## config.mk

```make
export PLATFORM = sky130hd
export DESIGN_NAME = fwd_hazard_unit
export DESIGN_NICKNAME = d
export VERILOG_FILES = /design/src/rtl/fwd_hazard_pkg.sv /design/src/rtl/fwd_sel_prio.sv /design/src/rtl/fwd_hazard_unit.sv
export SDC_FILE = /design/constraint.sdc
export NUM_CORES = 1
export LEC_CHECK = 0
export BUFFER_PORTS_ARGS = -buffer_cell sky130_fd_sc_hd__buf_2
export CORE_UTILIZATION = 35
export CTS_CLUSTER_DIAMETER = 60
export CTS_CLUSTER_SIZE = 8
export DETAILED_ROUTE_END_ITERATION = 8
export GPL_ROUTABILITY_DRIVEN = 0
export PLACE_DENSITY = 0.76
export SKIP_LAST_GASP = 1
export SLEW_MARGIN = 20
export SYNTH_ARGS = -nofsm -noshare
export SYNTH_HDL_FRONTEND = slang
export SYNTH_SLANG_ARGS = --single-unit
```

## constraint.sdc

```tcl
create_clock -name clk -period 3.22 [get_ports clk]
set_input_delay 0.644 -clock clk [delete_from_list [all_inputs] [get_ports clk]]
set_output_delay 0.644 -clock clk [all_outputs]
set_load 0.05 [all_outputs]
```

## src/rtl/fwd_hazard_pkg.sv

```systemverilog
// Shared types, constants and helpers for the forwarding / load-use hazard unit.
package fwd_hazard_pkg;

    typedef enum logic {
        RUN   = 1'b0,
        STALL = 1'b1
    } state_t;

    localparam int FWD_SEL_RF = 0;

    // Ceiling log2, used to size the per-operand forwarding select fields.
    function automatic int clog2(input int value);
        int r;
        r = 0;
        for (int i = 0; i < 32; i++) begin
            if ((64'd1 << i) < 64'(value)) begin
                r = i + 1;
            end
        end
        return r;
    endfunction

endpackage

```

## src/rtl/fwd_sel_prio.sv

```systemverilog
// Per-operand forwarding select: nearest writing producer stage wins, register 0 never forwards.
module fwd_sel_prio
    import fwd_hazard_pkg::*;
#(
    parameter int NUM_FWD    = 2,
    parameter int REG_ADDR_W = 5,
    parameter int SEL_W      = 2
) (
    input  logic [NUM_FWD-1:0]            reg_write,
    input  logic [NUM_FWD*REG_ADDR_W-1:0] waddr,
    input  logic [REG_ADDR_W-1:0]         src_addr,
    output logic [SEL_W-1:0]              sel
);

    // Scan farthest to nearest so the lowest matching stage index overrides the rest.
    always_comb begin
        sel = SEL_W'(FWD_SEL_RF);
        for (int k = NUM_FWD - 1; k >= 0; k--) begin
            if (reg_write[k] && (waddr[k*REG_ADDR_W +: REG_ADDR_W] == src_addr) &&
                (src_addr != {REG_ADDR_W{1'b0}})) begin
                sel = SEL_W'(k + 1);
            end else begin
                sel = sel;
            end
        end
    end

endmodule

```

## src/rtl/fwd_hazard_unit.sv

```systemverilog
// Operand forwarding selects plus load-use stall controller with multi-cycle load latency.
// Optional stall statistics counter enabled by defining FWD_HAZARD_STATS_EN.
module fwd_hazard_unit
    import fwd_hazard_pkg::*;
#(
    parameter int NUM_SRC    = 2,
    parameter int NUM_FWD    = 2,
    parameter int REG_ADDR_W = 5,
    parameter int LOAD_LAT   = 1,
    localparam int SEL_W     = clog2(NUM_FWD + 1)
) (
    input  logic                          clk,
    input  logic                          arst_n,
    input  logic [NUM_FWD-1:0]            fwd_reg_write,
    input  logic [NUM_FWD*REG_ADDR_W-1:0] fwd_waddr,
    input  logic [NUM_SRC*REG_ADDR_W-1:0] ex_src_addr,
    input  logic [NUM_SRC*REG_ADDR_W-1:0] id_src_addr,
    input  logic [NUM_SRC-1:0]            id_src_valid,
    input  logic                          id_ex_mem_read,
    input  logic [REG_ADDR_W-1:0]         id_ex_waddr,
    input  logic                          flush,
    output logic [NUM_SRC*SEL_W-1:0]      fwd_sel,
    output logic                          stall_pc,
    output logic                          stall_if_id,
    output logic                          bubble_id_ex,
    output logic [31:0]                   stall_cycles
);

    state_t               state_r, state_s;
    logic [3:0]           cnt_r, cnt_s;
    logic [NUM_SRC-1:0]   match_s;
    logic                 hazard_s;
    logic                 stall_s;

    for (genvar i = 0; i < NUM_SRC; i++) begin : g_sel
        fwd_sel_prio #(
            .NUM_FWD    (NUM_FWD),
            .REG_ADDR_W (REG_ADDR_W),
            .SEL_W      (SEL_W)
        ) u_prio (
            .reg_write (fwd_reg_write),
            .waddr     (fwd_waddr),
            .src_addr  (ex_src_addr[i*REG_ADDR_W +: REG_ADDR_W]),
            .sel       (fwd_sel[i*SEL_W +: SEL_W])
        );
    end

    // Load-use detect: any source actually read by IF/ID matches the pending load destination.
    always_comb begin
        match_s = {NUM_SRC{1'b0}};
        for (int i = 0; i < NUM_SRC; i++) begin
            match_s[i] = id_src_valid[i] && (id_src_addr[i*REG_ADDR_W +: REG_ADDR_W] == id_ex_waddr);
        end
        hazard_s = id_ex_mem_read && (id_ex_waddr != {REG_ADDR_W{1'b0}}) && (|match_s);
    end

    // Stall request; flush kills it in the same cycle regardless of state.
    always_comb begin
        if (flush) begin
            stall_s = 1'b0;
        end else begin
            stall_s = ((state_r == RUN) && hazard_s) || (state_r == STALL);
        end
    end

    assign stall_pc     = stall_s;
    assign stall_if_id  = stall_s;
    assign bubble_id_ex = stall_s;

    // Next-state logic: the detect cycle counts as the first stall cycle, STALL covers the rest.
    always_comb begin
        state_s = state_r;
        cnt_s   = cnt_r;
        if (flush) begin
            state_s = RUN;
            cnt_s   = 4'd0;
        end else begin
            case (state_r)
                RUN: begin
                    if (hazard_s && (LOAD_LAT > 1)) begin
                        state_s = STALL;
                        cnt_s   = 4'(LOAD_LAT - 1);
                    end else begin
                        state_s = RUN;
                        cnt_s   = 4'd0;
                    end
                end
                STALL: begin
                    if (cnt_r <= 4'd1) begin
                        state_s = RUN;
                        cnt_s   = 4'd0;
                    end else begin
                        state_s = STALL;
                        cnt_s   = cnt_r - 4'd1;
                    end
                end
                default: begin
                    state_s = RUN;
                    cnt_s   = 4'd0;
                end
            endcase
        end
    end

    // State and counter registers.
    always_ff @(posedge clk or negedge arst_n) begin
        if (!arst_n) begin
            state_r <= RUN;
            cnt_r   <= 4'd0;
        end else begin
            state_r <= state_s;
            cnt_r   <= cnt_s;
        end
    end

`ifdef FWD_HAZARD_STATS_EN
    logic [31:0] stats_r;

    // Saturating count of stalled cycles.
    always_ff @(posedge clk or negedge arst_n) begin
        if (!arst_n) begin
            stats_r <= 32'd0;
        end else if (stall_s && (stats_r != 32'hFFFF_FFFF)) begin
            stats_r <= stats_r + 32'd1;
        end
    end

    assign stall_cycles = stats_r;
`else
    assign stall_cycles = 32'd0;
`endif

endmodule

```

Word level (Yosys, flattened, before mapping)
Cells that the tools add are included.
{"block": "word_totals", "wordCells": 40, "input_bits": 43, "register_bits": 5}
{"block": "op_classes", "mux": 11, "n_lt_le_gt_ge": 1, "n_bitwise": 1, "n_addsub": 1, "reduce_logical": 18, "n_eq_ne": 6}
{"operator": "5-bit == test", "count": 6}
{"operator": "5-bit nonzero test", "count": 3}
{"operator": "1-bit logical AND", "count": 13}
{"operator": "2-bit two-way mux", "count": 4}
{"operator": "4-bit two-way mux", "count": 2}
{"operator": "4-bit one-hot mux with 2 select lines", "count": 1}
{"operator": "4-bit by 1-bit <= comparator with 1-bit output (second input constant)", "count": 1}
{"operator": "4-bit by 1-bit subtractor with 4-bit output (second input constant)", "count": 1}
{"operator": "1-bit two-way mux", "count": 3}
{"operator": "1-bit one-hot mux with 2 select lines", "count": 1}
{"operator": "2-bit OR reduction", "count": 1}
{"operator": "1-bit logical OR", "count": 1}
{"operator": "1-bit inverter", "count": 1}

Longest topological paths before layout
Gate-level depths: netlist (run 1).
{"block": "logic_depth", "depth_word": 7, "mapped_depth": 5}

Modules after synthesis
Synthesis (run 1) repeated with hierarchy kept, for this count alone.
{"block": "unflattened", "hier_cells": 109, "hier_area_um2": 907.1}
{"module": "fwd_hazard_unit", "seq_area_each_um2": 125.1, "cells_each": 73, "area_per_inst_um2": 629.4, "n_inst": 1}
{"module": "fwd_sel_prio", "seq_area_each_um2": 0.0, "cells_each": 18, "area_per_inst_um2": 138.9, "n_inst": 2}

Worst setup path before layout (run 1)
OpenSTA, ideal clock, no wires.
{"block": "synth_path", "path_type": "input-to-output", "from": "input id_ex_waddr[3]", "to": "output stall_if_id", "path_stages": 5, "required_ns": 2.576, "setup_slack_ns": -0.183, "t_arrival_ns": 2.759, "path_buffers": 1, "cell_sequence": "xor2_1 > nor4_1 > a32oi_1 > o21ai_0 > buf_4"}
{"block": "synth_between", "elab_chain_len": 7, "elab_cells_between_ends": 11, "cone_classes": "2 x eq/ne; 1 x mux; 8 x reduce/logical"}
{"item": "start, declared", "line": "fwd_hazard_unit.sv:20", "rtl": "input logic [REG_ADDR_W-1:0] id_ex_waddr,"}
{"item": "5-bit == test", "line": "fwd_hazard_unit.sv:52", "rtl": "match_s[i] = id_src_valid[i] && (id_src_addr[i*REG_ADDR_W +: REG_ADDR_W] == id_ex_waddr);"}
{"item": "1-bit logical AND", "line": "fwd_hazard_unit.sv:52"}
{"item": "2-bit OR reduction", "line": "fwd_hazard_unit.sv:54", "rtl": "hazard_s = id_ex_mem_read && (id_ex_waddr != {REG_ADDR_W{1'b0}}) && (|match_s);"}
{"item": "1-bit logical AND *", "line": "fwd_hazard_unit.sv:54"}
{"item": "1-bit logical AND *", "line": "fwd_hazard_unit.sv:62", "rtl": "stall_s = ((state_r == RUN) && hazard_s) || (state_r == STALL);"}
{"item": "1-bit logical OR *", "line": "fwd_hazard_unit.sv:62"}
{"item": "1-bit two-way mux *", "line": "fwd_hazard_unit.sv:59", "rtl": "if (flush) begin"}
{"item": "end, declared", "line": "fwd_hazard_unit.sv:24", "rtl": "output logic stall_if_id,"}
Every way passes the cells marked *; elsewhere a longest branch is shown, timed or not.

Worst setup path after layout (run 1)
{"block": "layout_path", "from": "input ex_src_addr[1]", "to": "output fwd_sel[1]"}
{"block": "layout_between", "elab_chain_len": 5, "elab_cells_between_ends": 9, "cone_classes": "2 x eq/ne; 2 x mux; 5 x reduce/logical"}
{"item": "start, declared", "line": "fwd_hazard_unit.sv:16", "rtl": "input logic [NUM_SRC*REG_ADDR_W-1:0] ex_src_addr,"}
{"item": "5-bit == test", "line": "fwd_sel_prio.sv:19", "rtl": "if (reg_write[k] && (waddr[k*REG_ADDR_W +: REG_ADDR_W] == src_addr) &&"}
{"item": "1-bit logical AND (2 in a row)", "line": "fwd_sel_prio.sv:19"}
{"item": "2-bit two-way mux", "line": "fwd_sel_prio.sv:19"}
{"item": "2-bit two-way mux *", "line": "fwd_sel_prio.sv:19"}
{"item": "end, declared", "line": "fwd_hazard_unit.sv:22", "rtl": "output logic [NUM_SRC*SEL_W-1:0] fwd_sel,"}
Marked as above.

==> flow_metrics.env, run 1 <==
export IMPL_status="completed"
export IMPL_io_pins=82
export IMPL_drive_gt1_share_pct=38.2
export IMPL_crit_family="simple AND/OR/NAND/NOR gates"
export IMPL_syn_instance_count=107
export IMPL_yosys_warnings=0
export IMPL_rows=18
export IMPL_path_clk_slew_ps=40
export IMPL_yosys_register_bits=5
export IMPL_design_area_um2=1090
export IMPL_power_uw=301
export IMPL_ant_nets=0
export IMPL_vias=786
export IMPL_die_w_um=53.2
export IMPL_num_fill_cells=254
export IMPL_worst_path_buf_inv=2
export IMPL_grt_max_degree=6
export IMPL_synth_edf_count=0
export IMPL_yosys_top_cells_count="34 x buf_4, 20 x xnor2_1, 12 x xor2_1"
export IMPL_path_cells="buf_2, or4_4, nor2_4, nor4_2, nor4_2, buf_2"
export IMPL_tritoncts="built"
export IMPL_max_stage_delay_ps=540
export IMPL_layout_cells_non_filler=187
export IMPL_worstSetupPathType="primary input to primary output"
export IMPL_fin_crit_sh_pct=82.5
export IMPL_setup_tns_ps=0
export IMPL_worstPathRequired_ps=2580
export IMPL_synth_cell_types=21
export IMPL_grt_pass1_wl_mm=2.70
export IMPL_dpl_cell_area_um2=1060
export IMPL_holdCritPathClass="primary input to asynchronous set/reset pin"
export IMPL_dieArea_um2=2830
export IMPL_cts_sinks=5
export IMPL_clock_path_buffers=2
export IMPL_wl_per_cell_um=9.50
export IMPL_place_ws_ps=563
export IMPL_vdd_drop_max_uv=257
export IMPL_start_kind="primary input"
export IMPL_async_flop_share_pct=100
export IMPL_timing_final_max_slew_violations=0
export IMPL_cp_slowest_cell="or4_4"
export IMPL_grt_pass1_vias=689
export IMPL_synth_area_leaders="buf_4 28%, xnor2_1 19%, dfrtp_1 14%"
export IMPL_syn_to_final_growth_pct=18.6
export IMPL_synth_seq_area_share_pct=13.7
export IMPL_antenna_found_initial=0
export IMPL_worst_ep_arrival_time_ps=2010
export IMPL_synth_flop_cell="dfrtp_1"
export IMPL_finalHoldWorstSlack_ps=213
export IMPL_viasPerCell=4.20
export IMPL_synth_avg_cell_area_um2=8.56
export IMPL_start_util_pct=37.0
export IMPL_core_area_um2=2480
export IMPL_post_cts_repair_setup_buffers=0
export IMPL_die_height_um=53.2
export IMPL_grt_overflow_total=0
export IMPL_ctsHoldBuffers=0
export IMPL_final_core_utilization_pct=43.8
export IMPL_end_kind="primary output"
export IMPL_ctsHtreeMaxLevel=1
export IMPL_setup_ws_ps=563
export IMPL_dpl_cell_count=183
export IMPL_cp_startpoint="ex_src_addr[1]"
export IMPL_grt_usage_pct=13.1
export IMPL_clock_root_buffer="clkbuf_4"
export IMPL_r2r_start="cnt_r[0]"
export IMPL_synth_top_cell_by_area="buf_4"
export IMPL_cp_max_fo=3
export IMPL_cts_resized_gates=0
export IMPL_drt_initial_drc_count=0
export IMPL_syn_cell_area_um2=916
export IMPL_layout_min_cycle_time_ps=2660
export IMPL_fmax_mhz=376
export IMPL_max_cap_viol_count=0
export IMPL_power_density_nw_per_um2=277
export IMPL_slew_headroom_pct=40.2
export IMPL_setup_viol=0
export IMPL_synth_top_cell_area_share_pct=27.9
export IMPL_diodes=0
export IMPL_first_pass_iters=1
export IMPL_rsz0062_at_grt="false"
export IMPL_worstSkewPairLatency_ps=230
export IMPL_io_buffers=49
export IMPL_dp_hpwl_mm=1.62
export IMPL_cts_buffers=3
export IMPL_drc=0
export IMPL_fin_skew_ps=0.632
export IMPL_routed_wl_mm=1.78
export IMPL_worstMarginPinSlew_ps=886
export IMPL_finalHoldViolCount=0
export IMPL_nets=203
export IMPL_p_leak_nw=0.560
export IMPL_synthMostInstantiatedCell="buf_4"
==> flip-flops by register name, summed over array words and instances, names as in the netlist <==
| name | flops |
|---|---|
| cnt_r | 4 |
| state_r | 1 |
==> report_power, final <==
part	switching (mW)	internal, mW	total, mW
registers	0	0.0631	0.0631
logic	0.125	0.0445	0.170
clock network	0.0218	0.0466	0.0684
total	0.147	0.154	0.301
==> cell type report <==
type,instances,area [µm²],area share (%)
clock buffers,4,26.3,2.42
repair buffers,49,245,22.6
multi-input cells,95,637,58.6
inverters,4,15.0,1.38
flip-flops and latches,5,125,11.5
well taps,30,37.5,3.46
==> cell usage in the layout (no fill, tap or decap) <==
cell / n
or4_1: 1
a32oi_1: 1
inv_1: 4
or4_4: 2
clkbuf_4: 3
o211ai_1: 1
nand4_1: 4
xor2_1: 12
nor4_1: 2
dfrtp_1: 5
o311ai_0: 1
and2_0: 1
nand2_1: 3
nor2_1: 5
clkbuf_1: 1
buf_2: 49
nor4_2: 4
nor3_1: 1
conb_1: 32
nor2_4: 2
ha_1: 2
xnor2_1: 20
o21ai_1: 1
==> path summary, 6_finish.rpt <==
check,end,slack (ps),cells past startpoint
max,fwd_sel[1],560,6
min,cnt_r[0],210,1
max reg2reg,cnt_r[2],1490,5
min reg2reg,cnt_r[0],490,1
max in group asynchronous,cnt_r[2],2880,1
min in group clk,cnt_r[0],490,1
==> cells by family after synthesis <==
kind of cell	share of synthesized area, %
flops	13.7
compound gates	3.28
xor+xnor	30.6
fa+ha+maj	2.73
other cells	0.409
buf+inv	29.5
simple gates	19.8
==> per-layer routing <==
layer  GRT usage, %  vias to the layer above  wire (µm)
li1               -                      389          -
met1           12.2                      349        638
met2           26.6                       48        933
met3           3.16                        0        204
met4           5.26                        0          0
met5              0                        -          0
==> worst register-to-register path: cells and delay by family (launching register included) <==
kind,cells,cell delay [ps]
and+or+nand+nor,2,190
adders and majority gates,1,180
DFF,1,400
buffers and inverters,1,70
AOI/OAI and AO/OA,1,730
(Power assumes the default switching activity.)
==> inputs of run 2 (changes only) <==
ABC_AREA = 1   (was default)
PLACE_DENSITY = 0.75   (was 0.76)
clock period = 2.29 ns   (was 3.22 ns; I/O delays follow)
==> run 2 against run 1 <==
  * The run now ends with DRC left
  * Final cell count increased by 47%
  * Synthesized area increased by 18%
  * Wire length increased by 21%
  * Via count increased by 40%
  * Final area increased by 15%
  * Critical endpoint is now fwd_sel[3]
  * Largest cell class unchanged
==> flow_metrics.env, run 2 <==
export IMPL_synth_flop_cell="dfrtp_1"
export IMPL_rsz0062_at_grt="false"
export IMPL_syn_to_final_growth_pct=15.9
export IMPL_ant_nets=0
export IMPL_end_kind="primary output"
export IMPL_async_flop_share_pct=100
export IMPL_clock_path_buffers=2
export IMPL_status="finished, violations left"
export IMPL_ctsHoldBuffers=0
export IMPL_dp_hpwl_mm=1.93
export IMPL_setup_tns_ps=0
export IMPL_yosys_top_cells_count="57 x nand2_1, 34 x buf_4, 30 x inv_1"
export IMPL_tritoncts="built"
export IMPL_antenna_found_initial=0
export IMPL_synth_top_cell_by_area="buf_4"
export IMPL_vdd_drop_max_uv=227
export IMPL_ctsHtreeMaxLevel=1
export IMPL_holdCritPathClass="primary input to asynchronous set/reset pin"
export IMPL_start_util_pct=38.1
export IMPL_synth_seq_area_share_pct=11.6
export IMPL_top_regs="cnt_r (4), state_r (1)"
export IMPL_grt_usage_pct=13.5
export IMPL_final_common_cell="nand2_1"
export IMPL_dpl_cell_area_um2=1220
export IMPL_place_ws_ps=410
export IMPL_r2r_start="cnt_r[0]"
export IMPL_max_stage_delay_ps=260
export IMPL_worstPathRequired_ps=1830
export IMPL_cts_sinks=5
export IMPL_largest_reg_flops=4
export IMPL_nets=289
export IMPL_combPwrFrac_pct=57.8
export IMPL_start_kind="primary input"
export IMPL_num_fill_cells=312
export IMPL_path_clk_slew_ps=40
export IMPL_fin_skew_ps=3.00
export IMPL_synth_area_leaders="buf_4 24%, nand2_1 20%, dfrtp_1 12%"
export IMPL_die_w_um=57.5
export IMPL_vias=1101
export IMPL_grt_pass1_vias=923
export IMPL_cts_buffers=3
export IMPL_routed_wl_mm=2.14
export IMPL_power_density_nw_per_um2=355
export IMPL_grt_overflow_total=0
export IMPL_setup_viol=0
export IMPL_grt_max_degree=6
export IMPL_setup_ws_ps=403
export IMPL_cp_slowest_cell="buf_2"
export IMPL_design_area_um2=1250
export IMPL_yosys_register_bits=5
export IMPL_synth_cell_types=20
export IMPL_post_cts_repair_setup_buffers=0
export IMPL_fin_crit_sh_pct=82.4
export IMPL_viasPerCell=4.02
export IMPL_core_area_um2=2830
export IMPL_cp_startpoint="ex_src_addr[8]"
export IMPL_syn_cell_area_um2=1080
export IMPL_syn_instance_count=193
export IMPL_io_buffers=49
export IMPL_switching_share_pct=51.2
export IMPL_synthMostInstantiatedCell="nand2_1"
export IMPL_sequentialPowerShare_pct=20.0
export IMPL_max_cap_viol_count=0
export IMPL_ff_latch_area_um2=125
export IMPL_violations="DRC"
export IMPL_synth_top_cell_area_share_pct=23.7
export IMPL_diodes=0
export IMPL_p_sw_uw=227
export IMPL_wl_met1_um=976
export IMPL_io_pins=82
export IMPL_synth_edf_count=0
export IMPL_wl_per_cell_um=7.82
export IMPL_worst_ep_arrival_time_ps=1430
export IMPL_drc=6
export IMPL_timing_final_max_slew_violations=0
export IMPL_finalHoldWorstSlack_ps=27.3
export IMPL_multi_input_area_um2=687
export IMPL_dr_max_layer_used="met4"
export IMPL_crit_family="simple AND/OR/NAND/NOR gates"
export IMPL_p_leak_nw=0.845
export IMPL_path_cells="buf_2, inv_1, or2_2, nand3_1, nor2_1, nand2_1, nor2_1, buf_2"
export IMPL_drt_initial_drc_count=64
export IMPL_yosys_warnings=0
export IMPL_cts_resized_gates=0
export IMPL_finalHoldViolCount=0
export IMPL_cp_max_fo=5
export IMPL_synth_avg_cell_area_um2=5.59
export IMPL_first_pass_iters=6
export IMPL_wl_met3_um=150
export IMPL_clock_root_buffer="clkbuf_4"
export IMPL_p_int_uw=217
export IMPL_dieArea_um2=3310
export IMPL_clock_power_share_pct=22.2
export IMPL_layout_common_cells="57 x nand2_1, 49 x buf_2, 32 x conb_1, 30 x inv_1, 23 x nor2_1"
export IMPL_rows=19
export IMPL_worstSetupPathType="primary input to primary output"
export IMPL_wl_met2_um=996
export IMPL_grt_pass1_wl_mm=3.62
export IMPL_die_height_um=57.5
export IMPL_fmax_mhz=530
export IMPL_worst_path_buf_inv=3
export IMPL_regMostFlops="cnt_r"
export IMPL_worstSkewPairLatency_ps=240
export IMPL_layout_min_cycle_time_ps=1890
export IMPL_drive_gt1_share_pct=25.5
-- run 2: cell count changes after synthesis, moves of 10 or more --
cell,delta
inv_1,+26
nand2_1,+54
nand3_1,+11
nor2_1,+18
xnor2_1,-12
xor2_1,-10
-- run 2: metal layers --
layer	GRT usage, %	vias to the layer above
met5	0	-
met1	17.8	443
met4	4.18	0
li1	-	605
met2	22.4	51
met3	2.49	2
-- run 2: layout make-up --
cell class | instances | share of cell area (%)
Inverter | 34 | 10.2
Sequential cell | 5 | 10.0
Clock buffer | 4 | 2.10
Multi-Input combinational cell | 151 | 55.0
Timing Repair Buffer | 49 | 19.6
Tap cell | 31 | 3.10
-- run 2: stage by stage --
step                utilization (%)  instances  total power, mW
floorplan                         -        224            0.325
global placement               43.3        270            0.343
detailed placement             43.3        270            0.345
CTS                            44.2        274            0.448
global route                   44.2        274            0.479
finish                         44.2        274            0.444
-- run 2: path summary, 6_finish.rpt --
path / slack (ps) / endpoint / depth (start not counted)
setup / recovery: 400 / fwd_sel[3] / 8
hold / removal: 30 / state_r / 1
setup reg to reg: 1090 / cnt_r[3] / 7
hold reg to reg: 450 / cnt_r[0] / 1
max in group asynchronous: 2130 / cnt_r[2] / 1
min in group clk: 450 / cnt_r[0] / 1
-- run 2: cells by family (layout without fill, tap and decap cells) --
logic type                 count (synthesis)  count (layout)  share of synthesized area, %
DFF                                        5               5                          11.6
buffers and inverters                     68              87                          35.5
and+or+nand+nor                           98              98                          37.4
AOI/OAI and AO/OA                          9               9                          4.76
adders and majority gates                  2               2                          2.32
xor gates and xnor gates                  10              10                          8.12
other                                      1              32                         0.348
-- run 2: power groups by stage --
stage	clock network, mW	logic [mW]	registers, mW
after floorplan	0	0.235	0.0900
after global placement	0	0.253	0.0900
after detailed placement	0	0.255	0.0900
after CTS	0.103	0.256	0.0887
after global routing	0.111	0.279	0.0885
final	0.0985	0.257	0.0887
==> inputs of run 3 (changes only) <==
PLACE_DENSITY = 0.72   (was 0.75)
clock period = 1.9 ns   (was 2.29 ns; I/O delays follow)
==> run 3 against run 2 <==
  * The flow still finishes with violations (DRC)
  * Critical path depth unchanged
  * First-iteration DRC count fell by 36%
  * Flip-flop and latch count is the same
  * Final area is 1.0% higher
  * Non-clock buffer count increased by 1
  * Die area stayed put
  * Wire length down 0.89%
  * Clock power rose by 30%
  * Sequential power grew 21%
  * Critical path type unchanged
  * Largest power group unchanged
==> flow_metrics.env, run 3 (synthesis gave the netlist of run 2 again) <==
export IMPL_status="finished, violations left"
export IMPL_violations="DRC"
export IMPL_worst_ep_arrival_time_ps=1340
export IMPL_ant_nets=0
export IMPL_vdd_drop_max_uv=437
export IMPL_cts_resized_gates=0
export IMPL_finalHoldViolCount=0
export IMPL_clock_root_buffer="clkbuf_4"
export IMPL_finalHoldWorstSlack_ps=447
export IMPL_top_regs="cnt_r (4), state_r (1)"
export IMPL_diodes=0
export IMPL_io_pins=82
export IMPL_r2r_end="cnt_r[3]"
export IMPL_viasPerCell=4.05
export IMPL_largest_reg_flops=4
export IMPL_regMostFlops="cnt_r"
export IMPL_cp_startpoint="ex_src_addr[8]"
export IMPL_cp_max_fo=5
export IMPL_drt_initial_drc_count=41
export IMPL_timing_final_max_slew_violations=0
export IMPL_fin_crit_sh_pct=90.6
export IMPL_fin_skew_ps=9.20
export IMPL_worstPathRequired_ps=1520
export IMPL_layout_common_cells="57 x nand2_1, 49 x buf_2, 32 x conb_1, 30 x inv_1, 22 x nor2_1"
export IMPL_worstSetupPathType="primary input to primary output"
export IMPL_cts_sinks=5
export IMPL_routed_wl_mm=2.12
export IMPL_setup_viol=0
export IMPL_io_buffers=49
export IMPL_grt_pass1_wl_mm=3.68
export IMPL_cts_buffers=3
export IMPL_holdPathStages=4
export IMPL_max_cap_viol_count=0
export IMPL_core_area_um2=2830
export IMPL_grt_overflow_total=0
export IMPL_syn_to_final_growth_pct=17.1
export IMPL_end_kind="primary output"
export IMPL_power_density_nw_per_um2=431
export IMPL_holdCritPathClass="primary input to flop"
export IMPL_rsz0062_at_grt="false"
export IMPL_dp_hpwl_mm=1.85
export IMPL_tritoncts="built"
export IMPL_drive_gt1_share_pct=25.8
export IMPL_dieArea_um2=3310
export IMPL_clock_path_buffers=2
export IMPL_ctsHtreeMaxLevel=1
export IMPL_hp_start="flush"
export IMPL_rows=19
export IMPL_reg2reg_depth=7
export IMPL_grt_pass1_vias=984
export IMPL_worstSkewPairLatency_ps=250
export IMPL_start_util_pct=38.1
export IMPL_path_clk_slew_ps=50
export IMPL_layout_min_cycle_time_ps=1720
export IMPL_fmax_mhz=581
export IMPL_r2r_start="cnt_r[0]"
export IMPL_setup_tns_ps=0
export IMPL_ctsHoldBuffers=1
export IMPL_hold_end="cnt_r[2]"
export IMPL_die_height_um=57.5
export IMPL_final_common_cell="nand2_1"
export IMPL_grt_usage_pct=14.1
export IMPL_worst_r2r_setup_slack_ps=670
export IMPL_vias=1114
export IMPL_die_w_um=57.5
export IMPL_p_leak_nw=0.849
export IMPL_post_cts_repair_setup_buffers=0
export IMPL_first_pass_iters=6
export IMPL_nets=290
export IMPL_grt_max_degree=6
export IMPL_antenna_found_initial=0
export IMPL_start_kind="primary input"
export IMPL_wl_per_cell_um=7.72
export IMPL_drc=5
export IMPL_power_uw=544
[run 3: layer usage]
metal | global-route usage [%] | vias up | wire length (µm)
met2 | 22.6 | 48 | 955
li1 | - | 609 | -
met4 | 5.23 | 0 | 8
met1 | 17.7 | 455 | 974
met3 | 4.31 | 2 | 184
met5 | 0 | - | 0
[run 3: worst max-delay path by stage]
stage	endpoint	slack [ps]
after global routing	fwd_sel[3]	80
after floorplan	fwd_sel[1]	20
after global placement	fwd_sel[3]	190
after detailed placement	fwd_sel[3]	200
after CTS	fwd_sel[3]	190
final	fwd_sel[3]	180
[run 3: report_power, final]
| group | internal [mW] | switching [mW] |
|---|---|---|
| logic | 0.0766 | 0.233 |
| clock network | 0.0797 | 0.0482 |
| registers | 0.107 | 0 |
| total | 0.263 | 0.281 |
[run 3: final cells by class]
| class | instances | area (µm²) |
|---|---|---|
| well taps | 31 | 38.8 |
| repair buffers | 50 | 255 |
| fillers | 327 | 1570 |
| multi-input cells | 151 | 689 |
| flip-flops and latches | 5 | 125 |
| clock buffers | 4 | 26.3 |
| inverters | 34 | 128 |
[run 3: worst max-delay path, stage by stage]
cell and delay [ps]:
buf_2 90, inv_1 100, or2_2 130, nand3_1 70
nor2_1 130, nand2_1 80, nor2_2 100, buf_2 260
[run 3: metrics by stage]
| step | instances | worst slack, ps | area [µm²] | util [%] |
|---|---|---|---|---|
| after floorplan | 224 | 21.3 | 1200 | - |
| after global placement | 270 | 194 | 1230 | 43.3 |
| after detailed placement | 270 | 196 | 1230 | 43.3 |
| after CTS | 275 | 192 | 1260 | 44.6 |
| after global routing | 275 | 78.1 | 1260 | 44.6 |
| final | 275 | 179 | 1260 | 44.6 |
